--- src/rtl/vram_pkg.sv ---
// vram_pkg -- shared definitions for the video RAM arbiter.
// Holds the arbiter state encoding, the default RAM geometry and the width
// of the CPU defer counter. Imported by vram_defer_ctr and vram_arbiter.
package vram_pkg;

    localparam int AW_DEFAULT = 13;
    localparam int DW_DEFAULT = 8;
    localparam int CNT_W      = 8;

    typedef enum logic [2:0] {
        ST_IDLE   = 3'd0,
        ST_VID    = 3'd1,
        ST_CPU_RD = 3'd2,
        ST_CPU_WR = 3'd3,
        ST_DONE   = 3'd4
    } arb_state_e;

endpackage

--- src/rtl/vram_defer_ctr.sv ---
// vram_defer_ctr -- saturating count of cycles a CPU request has been deferred.
// Optional statistics (macro VRAM_ARB_STATS_EN): largest defer count seen and
// a wrapping count of completed CPU accesses.
// Ports:
//   clk_sys, reset       clock, asynchronous active-high reset
//   inc                  CPU pending and not granted this cycle
//   clr                  CPU granted this cycle (takes precedence over inc)
//   at_max               counter has reached MAX_WAIT
//   ack                  (stats only) cpu_ack pulse
//   stat_wait_max        (stats only) largest defer count since reset
//   stat_cpu_cnt         (stats only) number of cpu_ack pulses, wrapping
module vram_defer_ctr
    import vram_pkg::*;
#(
    parameter int MAX_WAIT = 7
) (
    input  logic        clk_sys,
    input  logic        reset,
    input  logic        inc,
    input  logic        clr,
    output logic        at_max
`ifdef VRAM_ARB_STATS_EN
    ,
    input  logic        ack,
    output logic [7:0]  stat_wait_max,
    output logic [15:0] stat_cpu_cnt
`endif
);

    localparam logic [CNT_W-1:0] MAX_C = CNT_W'(MAX_WAIT);

    logic [CNT_W-1:0] cnt_q, cnt_d;

    // Next defer count: clear on grant, otherwise count up and hold at MAX_C.
    always_comb begin
        cnt_d = cnt_q;
        if (clr) begin
            cnt_d = {CNT_W{1'b0}};
        end else if (inc && (cnt_q != MAX_C)) begin
            cnt_d = cnt_q + 8'd1;
        end else begin
            cnt_d = cnt_q;
        end
    end

    // Defer count register.
    always_ff @(posedge clk_sys or posedge reset) begin
        if (reset) begin
            cnt_q <= {CNT_W{1'b0}};
        end else begin
            cnt_q <= cnt_d;
        end
    end

    assign at_max = (cnt_q == MAX_C);

`ifdef VRAM_ARB_STATS_EN
    logic [7:0]  wait_max_q, wait_max_d;
    logic [15:0] cpu_cnt_q, cpu_cnt_d;

    // Running maximum of the defer count and the completed-access tally.
    always_comb begin
        wait_max_d = wait_max_q;
        cpu_cnt_d  = cpu_cnt_q;
        if (cnt_q > wait_max_q) begin
            wait_max_d = cnt_q;
        end else begin
            wait_max_d = wait_max_q;
        end
        if (ack) begin
            cpu_cnt_d = cpu_cnt_q + 16'd1;
        end else begin
            cpu_cnt_d = cpu_cnt_q;
        end
    end

    // Statistics registers.
    always_ff @(posedge clk_sys or posedge reset) begin
        if (reset) begin
            wait_max_q <= 8'd0;
            cpu_cnt_q  <= 16'd0;
        end else begin
            wait_max_q <= wait_max_d;
            cpu_cnt_q  <= cpu_cnt_d;
        end
    end

    assign stat_wait_max = wait_max_q;
    assign stat_cpu_cnt  = cpu_cnt_q;
`endif

endmodule

--- src/rtl/vram_arbiter.sv ---
// vram_arbiter -- shares one single-port video RAM between video fetches and
// Z80 CPU accesses. Video wins unless the CPU has been deferred CPU_MAX_WAIT
// cycles; a video request that cannot be issued immediately is held in a
// one-deep latch (newest address overwrites).
// Optional macro VRAM_ARB_STATS_EN adds stat_wait_max / stat_cpu_cnt outputs.
// Ports:
//   clk_sys, reset                  clock, asynchronous active-high reset
//   vid_req/vid_addr                video fetch request pulse and address
//   vid_data/vid_valid              fetched byte and its one-cycle strobe
//   cpu_req/cpu_we/cpu_addr/wdata   CPU request (level, held until cpu_ack)
//   cpu_rdata/cpu_ack/cpu_wait      CPU read data, completion pulse, wait
//   ram_addr/ram_we/ram_din         RAM command (registered)
//   ram_dout                        RAM read data, one cycle after address
module vram_arbiter
    import vram_pkg::*;
#(
    parameter int AW           = AW_DEFAULT,
    parameter int DW           = DW_DEFAULT,
    parameter int CPU_MAX_WAIT = 7
) (
    input  logic          clk_sys,
    input  logic          reset,
    input  logic          vid_req,
    input  logic [AW-1:0] vid_addr,
    output logic [DW-1:0] vid_data,
    output logic          vid_valid,
    input  logic          cpu_req,
    input  logic          cpu_we,
    input  logic [AW-1:0] cpu_addr,
    input  logic [DW-1:0] cpu_wdata,
    output logic [DW-1:0] cpu_rdata,
    output logic          cpu_ack,
    output logic          cpu_wait,
    output logic [AW-1:0] ram_addr,
    output logic          ram_we,
    output logic [DW-1:0] ram_din,
    input  logic [DW-1:0] ram_dout
`ifdef VRAM_ARB_STATS_EN
    ,
    output logic [7:0]    stat_wait_max,
    output logic [15:0]   stat_cpu_cnt
`endif
);

    arb_state_e    state_q, state_d;
    logic [AW-1:0] ram_addr_q, ram_addr_d;
    logic          ram_we_q, ram_we_d;
    logic [DW-1:0] ram_din_q, ram_din_d;
    logic          lat_valid_q, lat_valid_d;
    logic [AW-1:0] lat_addr_q, lat_addr_d;
    logic          vid_valid_q, vid_valid_d;
    logic          cpu_ack_q, cpu_ack_d;
    logic [DW-1:0] cpu_rdata_q, cpu_rdata_d;
    logic          op_rd_q, op_rd_d;
    logic          cpu_pend;
    logic          ctr_inc, ctr_clr, at_max;

    // A request is not re-sampled in the cycle its ack is shown.
    assign cpu_pend = cpu_req & ~cpu_ack_q;

    vram_defer_ctr #(.MAX_WAIT(CPU_MAX_WAIT)) u_defer (
        .clk_sys       (clk_sys),
        .reset         (reset),
        .inc           (ctr_inc),
        .clr           (ctr_clr),
        .at_max        (at_max)
`ifdef VRAM_ARB_STATS_EN
        ,
        .ack           (cpu_ack_q),
        .stat_wait_max (stat_wait_max),
        .stat_cpu_cnt  (stat_cpu_cnt)
`endif
    );

    // Arbitration, next state and registered RAM command.
    always_comb begin
        state_d     = state_q;
        ram_addr_d  = ram_addr_q;
        ram_we_d    = 1'b0;
        ram_din_d   = ram_din_q;
        lat_valid_d = lat_valid_q;
        lat_addr_d  = lat_addr_q;
        vid_valid_d = 1'b0;
        cpu_ack_d   = 1'b0;
        cpu_rdata_d = cpu_rdata_q;
        op_rd_d     = op_rd_q;
        ctr_inc     = 1'b0;
        ctr_clr     = 1'b0;

        // Any video request not issued from IDLE lands in the latch.
        if ((state_q != ST_IDLE) && vid_req) begin
            lat_valid_d = 1'b1;
            lat_addr_d  = vid_addr;
        end else begin
            lat_valid_d = lat_valid_q;
        end

        case (state_q)
            ST_IDLE: begin
                if ((lat_valid_q | vid_req) && !(cpu_pend && at_max)) begin
                    state_d = ST_VID;
                    ctr_inc = cpu_pend;
                    // The older latched address goes first; a new request takes its slot.
                    if (lat_valid_q) begin
                        ram_addr_d  = lat_addr_q;
                        lat_valid_d = vid_req;
                        lat_addr_d  = vid_req ? vid_addr : lat_addr_q;
                    end else begin
                        ram_addr_d  = vid_addr;
                    end
                end else if (cpu_pend) begin
                    ctr_clr    = 1'b1;
                    ram_addr_d = cpu_addr;
                    op_rd_d    = ~cpu_we;
                    if (cpu_we) begin
                        state_d   = ST_CPU_WR;
                        ram_we_d  = 1'b1;
                        ram_din_d = cpu_wdata;
                    end else begin
                        state_d   = ST_CPU_RD;
                    end
                    if (vid_req) begin
                        lat_valid_d = 1'b1;
                        lat_addr_d  = vid_addr;
                    end else begin
                        lat_valid_d = lat_valid_q;
                    end
                end else begin
                    state_d = ST_IDLE;
                end
            end
            ST_VID: begin
                vid_valid_d = 1'b1;
                ctr_inc     = cpu_pend;
                state_d     = ST_IDLE;
            end
            ST_CPU_RD, ST_CPU_WR: begin
                state_d = ST_DONE;
            end
            ST_DONE: begin
                cpu_ack_d = 1'b1;
                state_d   = ST_IDLE;
                if (op_rd_q) begin
                    cpu_rdata_d = ram_dout;
                end else begin
                    cpu_rdata_d = cpu_rdata_q;
                end
            end
            default: begin
                state_d = ST_IDLE;
            end
        endcase
    end

    // State and output registers.
    always_ff @(posedge clk_sys or posedge reset) begin
        if (reset) begin
            state_q     <= ST_IDLE;
            ram_addr_q  <= {AW{1'b0}};
            ram_we_q    <= 1'b0;
            ram_din_q   <= {DW{1'b0}};
            lat_valid_q <= 1'b0;
            lat_addr_q  <= {AW{1'b0}};
            vid_valid_q <= 1'b0;
            cpu_ack_q   <= 1'b0;
            cpu_rdata_q <= {DW{1'b0}};
            op_rd_q     <= 1'b0;
        end else begin
            state_q     <= state_d;
            ram_addr_q  <= ram_addr_d;
            ram_we_q    <= ram_we_d;
            ram_din_q   <= ram_din_d;
            lat_valid_q <= lat_valid_d;
            lat_addr_q  <= lat_addr_d;
            vid_valid_q <= vid_valid_d;
            cpu_ack_q   <= cpu_ack_d;
            cpu_rdata_q <= cpu_rdata_d;
            op_rd_q     <= op_rd_d;
        end
    end

    // RAM data arrives in the strobe cycle itself, so the byte is passed through.
    assign vid_data  = vid_valid_q ? ram_dout : {DW{1'b0}};
    assign vid_valid = vid_valid_q;
    assign cpu_rdata = cpu_rdata_q;
    assign cpu_ack   = cpu_ack_q;
    assign cpu_wait  = cpu_req & ~cpu_ack_q;
    assign ram_addr  = ram_addr_q;
    assign ram_we    = ram_we_q;
    assign ram_din   = ram_din_q;

endmodule

--- config.mk ---
export PLATFORM = sky130hd
export DESIGN_NAME = vram_arbiter
export DESIGN_NICKNAME = d
export VERILOG_FILES = /design/src/rtl/vram_pkg.sv /design/src/rtl/vram_defer_ctr.sv /design/src/rtl/vram_arbiter.sv
export SDC_FILE = /design/constraint.sdc
export NUM_CORES = 1
export LEC_CHECK = 0
export BUFFER_PORTS_ARGS = -buffer_cell sky130_fd_sc_hd__buf_2
export CORE_ASPECT_RATIO = 0.9
export CORE_MARGIN = 3
export CORE_UTILIZATION = 40
export CTS_CLUSTER_SIZE = 40
export DETAILED_ROUTE_END_ITERATION = 16
export GPL_TIMING_DRIVEN = 0
export HOLD_SLACK_MARGIN = 0.12
export PLACE_DENSITY = 0.65
export SLEW_MARGIN = 20
export SYNTH_ARGS = -nofsm -noshare
export SYNTH_HDL_FRONTEND = slang
export SYNTH_SLANG_ARGS = --single-unit
--- constraint.sdc ---
create_clock -name clk_sys -period 3.9 [get_ports clk_sys]
set_input_delay 0.39 -clock clk_sys [delete_from_list [all_inputs] [get_ports clk_sys]]
set_output_delay 0.39 -clock clk_sys [all_outputs]
set_load 0.01 [all_outputs]
==> results of run 1 <==
metal layers:
metal,up-vias,track usage,share of wire
met4,0,0.08650,0.026
li1,1186,-,-
met2,102,0.2516,0.43
met1,1131,0.2694,0.47
met3,19,0.05614,0.077
met5,-,0,0
cells in the mapped netlist (all sizes together):
cell type,count,share of area
nor4,1,0.0044
or2,1,0.0022
or4,1,0.0040
nand2b,1,0.0022
o21a,3,0.011
nand2,33,0.045
maj3,1,0.0035
and3,2,0.0044
buf,9,0.020
nand4,3,0.0066
a41oi,1,0.0031
mux2,16,0.064
inv,2,0.0027
and2,9,0.020
nor2,20,0.027
ha,1,0.0044
o21ai,16,0.028
a211oi,1,0.0027
clkinv,1,0.0013
nand3,16,0.028
nor3,4,0.0071
xor2,6,0.019
o41ai,1,0.0058
clkbuf,8,0.011
nor2b,1,0.0022
dfrtp,58,0.51
a221o,13,0.046
or3,3,0.0066
nor3b,2,0.0053
mux2i,13,0.046
a21oi,30,0.054
stage by stage:
step,utilization,total power (W),area [sq um],setup WS (ns)
floorplan,-,0.001784,2826,1.714
finish,0.5383,0.002852,3621,1.456
CTS,0.5383,0.002878,3621,1.480
detailed placement,0.5013,0.002178,3372,1.395
global placement,0.5009,0.002145,3369,1.347
global route,0.5383,0.003077,3621,1.251
final cells by class:
| class | instances | area share |
|---|---|---|
| plain buffers | 17 | 0.02384 |
| clock inverters | 7 | 0.03455 |
| repair buffers | 86 | 0.1189 |
| clock buffers | 9 | 0.03421 |
| flip-flops and latches | 58 | 0.4008 |
| inverters | 3 | 0.003801 |
| well taps | 90 | 0.03110 |
| multi-input cells | 199 | 0.3528 |
logic make-up after synthesis:
group | Yosys count
buffers and inverters | 20
AND/OR/NAND/NOR | 97
flip-flops | 58
AO/OA/AOI/OAI | 65
XOR/XNOR | 6
adder cells (fa/ha/maj) | 2
multiplexers | 29
worst reg2reg max path, delay by kind of cell, from the launching register on:
kind,cells,cell delay (ns)
buf+inv,3,0.95
flops,1,0.35
simple gates,1,0.12
compound gates,3,0.91
path summary, 6_finish.rpt:
check | to | depth (start not counted) | from
max | flip-flop | 7 | cpu_ack
min | ram_addr[11] | 2 | reset
max reg2reg | flip-flop | 7 | cpu_ack
min reg2reg | ram_addr[8] | 2 | ram_addr[8]
max in group asynchronous | ram_we | 2 | reset
min in group clk_sys | ram_din[4] | 2 | cpu_wdata[4]
power groups by stage:
stage	Sequential, W	Clock, W	Combinational (W)
5_1_grt	0.00108	0.000741	0.00126
4_1_cts	0.00104	0.000705	0.00114
2_1_floorplan	0.00109	0	0.000691
3_3_place_gp	0.00103	0	0.00112
6_report	0.00103	0.000693	0.00113
3_5_place_dp	0.00105	0	0.00113
==> flow_metrics.env, run 1 <==
export IMPL_finClkSkew_ns=0.009438
export IMPL_cts_tree="done"
export IMPL_core_region_area_sq_mm=0.006726
export IMPL_clockBufferDepth=2
export IMPL_htree_levels=3
export IMPL_slowest_stage="a41oi_1"
export IMPL_ant_nets=0
export IMPL_clk_latency_ns=0.35
export IMPL_placed_cells=453
export IMPL_grt_max_degree=59
export IMPL_leakagePower_nw=1.774
export IMPL_pwr_share_seq=0.362
export IMPL_synthCells=277
export IMPL_synthAdderAreaFrac=0.007968
export IMPL_max_freq_mhz=409.2
export IMPL_grtUsageTotal=0.1855
export IMPL_synth_xor_area_frac=0.01859
export IMPL_grt_pass1_vias=2332
export IMPL_vias_per_cell=5.198
export IMPL_crit_type="reg2reg"
export IMPL_num_nets_final=422
export IMPL_clk_pin_slew_worst_paths_ns=0.08
export IMPL_combPwrFrac=0.395
export IMPL_final_period_utilization=0.6266
export IMPL_critPathArrivalTime_ns=2.67
export IMPL_ir_drop_mv=0.3376
export IMPL_hpwlAfterDp_mm=4.979
export IMPL_netlist_area_sq_mm=0.002826
export IMPL_synth_nets=325
export IMPL_p_switching_w=0.001047
export IMPL_cts_made_buffers=9
export IMPL_yosys_register_bits=58
export IMPL_setup_viol=0
export IMPL_path_buf_inv=3
export IMPL_cp_max_fo=10
export IMPL_drt_total_wl_mm=6.950
export IMPL_start_util=0.4202
export IMPL_synth_mux_area_frac=0.1098
export IMPL_dr_pass1_iters=4
export IMPL_instances_no_fill=469
export IMPL_multi_input_area_sq_mm=0.001277
export IMPL_swShare=0.3670
export IMPL_tightestPinTransition_ns=0.7784
export IMPL_io_pins=88
export IMPL_ctsHoldBuffers=0
export IMPL_grt_setup_unrepaired="no"
export IMPL_diodes=0
export IMPL_fp_row_count=28
export IMPL_cts_resized=0
export IMPL_antenna_found_initial=0
export IMPL_final_seq_area_sq_mm=0.001451
export IMPL_power_density_mw_per_mm2=787.8
export IMPL_die_x_microns=94.61
export IMPL_portBuffers=86
export IMPL_cp_data_required_time_ns=4.12
export IMPL_final_cell_mix="buf_2, dfrtp_1, nand2_1"
export IMPL_r2r_slack_ns=1.46
export IMPL_max_cap_viol_count=0
export IMPL_crit_family="buffers and inverters"
export IMPL_clockRootBuffer="clkbuf_8"
export IMPL_yosys_warnings=0
export IMPL_fin_hold_ws_ns=0.1675
export IMPL_crit_path_end_kind="flip-flop"
export IMPL_area_growth_pct=28.11
export IMPL_startpoint_type="flip-flop"
export IMPL_drc=0
export IMPL_post_drt_wl_per_cell_microns=14.82
export IMPL_drtIter0Drc=179
export IMPL_maxSlewViolCount=0
export IMPL_maxSlewHeadroom=0.4754
export IMPL_grt_overflow_total=0
export IMPL_postCtsSetupRepairBufs=0
export IMPL_synth_simple_gate_area_share=0.1647
export IMPL_fin_crit_ns=2.444
export IMPL_slowest_delay_ns=0.54
export IMPL_hp_class="in2async"
export IMPL_hold_viol=0
export IMPL_grt_pass1_wl_mm=11.54
export IMPL_drive_gt1_frac=0.3536
export IMPL_path_cells="nand2b_1 -> buf_2 -> clkinv_1 -> a41oi_1 -> clkbuf_1 -> a21oi_1 -> a221o_1"
export IMPL_p_clk_frac=0.243
export IMPL_synth_compound_area_frac=0.1510
export IMPL_ys_types=37
export IMPL_n_fill_cell=643
export IMPL_tns_ns=0
export IMPL_status="complete, no violations"
export IMPL_die_area_sq_mm=0.008112
export IMPL_avgSynthCellArea_sq_um=10.20
export IMPL_yosysSeqAreaShare=0.5135
export IMPL_route_vias_total=2438
export IMPL_synth_top_family_by_area="simple AND/OR/NAND/NOR gates"
export IMPL_final_common_cell="buf_2"
export IMPL_cts_num_sinks=58
export IMPL_die_h_microns=85.75
export IMPL_internal_power_w=0.001805
export IMPL_gp_congestion=0.7936
Note: power is estimated with default switching activity, not from simulation.
==> run 2: changes to the inputs <==
--- a/config.mk
+++ b/config.mk
@@ -5,6 +5,7 @@
 export SDC_FILE = /design/constraint.sdc
 export NUM_CORES = 1
 export LEC_CHECK = 0
+export ABC_AREA = 1
 export BUFFER_PORTS_ARGS = -buffer_cell sky130_fd_sc_hd__buf_2
 export CORE_ASPECT_RATIO = 0.9
 export CORE_MARGIN = 3
==> constraint.sdc (replaced) <==
create_clock -name clk_sys -period 2.11 [get_ports clk_sys]
set_input_delay 0.211 -clock clk_sys [delete_from_list [all_inputs] [get_ports clk_sys]]
set_output_delay 0.211 -clock clk_sys [all_outputs]
set_load 0.01 [all_outputs]
==> run 2 against run 1 <==
Effect of this change: die area increased by 27%; combinational power increased to 3.1 times the previous value; area after synthesis increased by 29%; clock skew increased by 0.0027 ns; clock-buffer cell count increased by 2; synthesized cell count increased by 89%.
==> flow_metrics.env, run 2 <==
export IMPL_maxSlewHeadroom=0.6222
export IMPL_clockRootBuffer="clkbuf_8"
export IMPL_fp_row_count=32
export IMPL_clockBufferDepth=2
export IMPL_synth_nets=572
export IMPL_gp_congestion=0.8330
export IMPL_startpoint_type="flip-flop"
export IMPL_met1_usage=0.2645
export IMPL_final_cell_mix="nand2_1, buf_2, inv_1, o21ai_0, dfrtp_1"
export IMPL_grtUsageTotal=0.2055
export IMPL_hp_class="in2reg"
export IMPL_htree_levels=3
export IMPL_yosys_register_bits=58
export IMPL_maxSlewViolCount=0
export IMPL_busiest_layer="met2"
export IMPL_cts_tree="done"
export IMPL_ys_flop_type="dfrtp_1"
export IMPL_ys_async_sr_fraction=1.000
export IMPL_power_density_mw_per_mm2=1409
export IMPL_grt_setup_unrepaired="no"
export IMPL_min_path_cells=2
export IMPL_final_common_cell="nand2_1"
export IMPL_setup_viol=0
export IMPL_worstReg2RegEnd="ram_addr[6]"
export IMPL_antenna_found_initial=0
export IMPL_num_nets_final=683
export IMPL_yosysTopAreaCellShare=0.3973
export IMPL_cts_num_sinks=58
export IMPL_p_switching_w=0.002985
export IMPL_n_fill_cell=893
export IMPL_cts_made_buffers=9
export IMPL_yosys_area_top_type="dfrtp_1"
export IMPL_drtIter0Drc=270
export IMPL_critPathArrivalTime_ns=1.66
export IMPL_clk_latency_ns=0.34
export IMPL_cts_resized=0
export IMPL_fin_area_sq_mm=0.004532
export IMPL_drive_gt1_frac=0.2316
export IMPL_grt_pass1_wl_mm=17.13
export IMPL_synthCells=524
export IMPL_postPlaceCellArea_sq_mm=0.004260
export IMPL_worstReg2RegStart="u_defer.cnt_q[0]"
export IMPL_hpwlAfterDp_mm=7.235
export IMPL_crit_type="reg2out"
export IMPL_yosysMostFrequentCell="nand2_1"
export IMPL_final_period_utilization=0.8883
export IMPL_grt_max_degree=33
export IMPL_path_cells="nor2_2 -> buf_2 -> buf_2 -> buf_2"
export IMPL_synth_common_cells="nand2_1, inv_1, o21ai_0"
export IMPL_max_cap_viol_count=0
export IMPL_finClkSkew_ns=0.01214
export IMPL_post_drt_wl_per_cell_microns=13.54
export IMPL_yosys_warnings=0
export IMPL_slowest_stage="dfrtp_1"
export IMPL_cp_max_fo=10
export IMPL_r2r_slack_ns=0.25
export IMPL_leakagePower_nw=2.470
export IMPL_internal_power_w=0.003399
export IMPL_grt_pass1_vias=3603
export IMPL_min_from="ram_dout[4]"
export IMPL_diodes=0
export IMPL_swShare=0.4676
export IMPL_core_region_area_sq_mm=0.008728
export IMPL_netlist_area_sq_mm=0.003654
export IMPL_ys_types=32
export IMPL_slowest_delay_ns=0.40
export IMPL_crit_path_end_kind="output port"
export IMPL_synth_edff_count=0
export IMPL_hold_path_endpoint="cpu_rdata[4]"
export IMPL_cpMostUsedCell="buf_2"
export IMPL_vias_per_cell=4.879
export IMPL_postCtsSetupRepairBufs=0
export IMPL_combPwrFrac=0.557
export IMPL_ant_nets=0
export IMPL_yosysSeqAreaShare=0.3973
export IMPL_fin_hold_ws_ns=0.1307
export IMPL_clk_pin_slew_worst_paths_ns=0.06
export IMPL_die_h_microns=96.67
export IMPL_ys_top_cells_by_area="dfrtp_1, nand2_1, o21ai_0"
export IMPL_pwr_share_seq=0.312
export IMPL_status="complete, no violations"
export IMPL_area_growth_pct=24.04
export IMPL_drt_total_wl_mm=10.26
export IMPL_start_util=0.4186
export IMPL_die_x_microns=106.7
export IMPL_max_freq_mhz=533.5
export IMPL_fin_crit_ns=1.874
export IMPL_grt_overflow_total=0
export IMPL_route_vias_total=3698
export IMPL_portBuffers=87
export IMPL_tns_ns=0
export IMPL_p_clk_frac=0.131
export IMPL_die_area_sq_mm=0.01032
export IMPL_avgSynthCellArea_sq_um=6.972
export IMPL_io_pins=88
export IMPL_ir_drop_mv=0.5174
export IMPL_hold_viol=0
export IMPL_tightestPinTransition_ns=0.5667
export IMPL_cp_data_required_time_ns=1.90
export IMPL_grt_use_met2=0.3345
export IMPL_rr_worst_depth=7
export IMPL_drc=0
export IMPL_dr_pass1_iters=5
export IMPL_grt_met3_usage=0.04270
## run 2: cell type report
type	instances	area, sq um	area share
Buffer	26	147.6	0.03258
Sequential cell	58	1451	0.3203
Tap cell	119	148.9	0.03285
Clock inverter	4	20.02	0.004417
Multi-Input combinational cell	374	1804	0.3981
Inverter	66	252.7	0.05577
Clock buffer	11	131.4	0.02899
Timing Repair Buffer	100	575.6	0.1270
## run 2: kinds of logic (layout without fill, tap and decap cells)
group	count (synthesis)	count (layout)	share of synthesized area
buf+inv	92	207	0.1089
compound gates	95	95	0.1407
xor+xnor	7	7	0.01678
mux	8	8	0.02466
simple gates	263	263	0.3082
fa+ha+maj	1	1	0.003424
flops	58	58	0.3973
## run 2: worst max path at each step
stage | from | to | slack [ns] | cells after the start
2_1_floorplan | reset | async pin | 0.47 | 1
6_report | cpu_ack | cpu_wait | 0.24 | 4
4_1_cts | u_defer.cnt_q[0] | ram_addr[6] | 0.23 | 7
3_5_place_dp | u_defer.cnt_q[0] | ram_addr[6] | 0.24 | 7
3_3_place_gp | reset | async pin | -0.39 | 2
5_1_grt | u_defer.cnt_q[0] | ram_addr[4] | 0.07 | 7
## run 2: per-stage QoR
| step | total power, W | std cells | util | setup slack (ns) |
|---|---|---|---|---|
| CTS | 0.006410 | 757 | 0.5181 | 0.2252 |
| global route | 0.006993 | 758 | 0.5192 | 0.06585 |
| detailed placement | 0.005537 | 731 | 0.4881 | 0.2397 |
| finish | 0.006383 | 758 | 0.5192 | 0.2356 |
| floorplan | 0.004445 | 524 | - | 0.4710 |
| global placement | 0.005433 | 730 | 0.4855 | -0.3893 |
## run 2: routing by layer
metal  up-vias  part of all wire
li1       1872                 -
met2       117              0.47
met5         -                 0
met3        20             0.069
met1      1689              0.44
met4         0             0.019
## run 2: power by group through the flow
stage / Clock [W] / Sequential, W / Combinational (W)
finish: 0.000835 / 0.00199 / 0.00355
global route: 0.000915 / 0.00207 / 0.00401
CTS: 0.000864 / 0.00199 / 0.00356
detailed placement: 0 / 0.00201 / 0.00353
global placement: 0 / 0.00199 / 0.00344
floorplan: 0 / 0.00210 / 0.00234
## run 2: timing repair
item	4_1_cts	5_1_grt
setup endpoints to repair	0	0
endpoints found under the hold margin	36	1
hold buffers	11	1
## run 2: critical path, delay by kind of cell (launching register included)
kind          cells  cell delay, ns
simple gates      1            0.24
flops             1            0.40
buf+inv           3            0.68
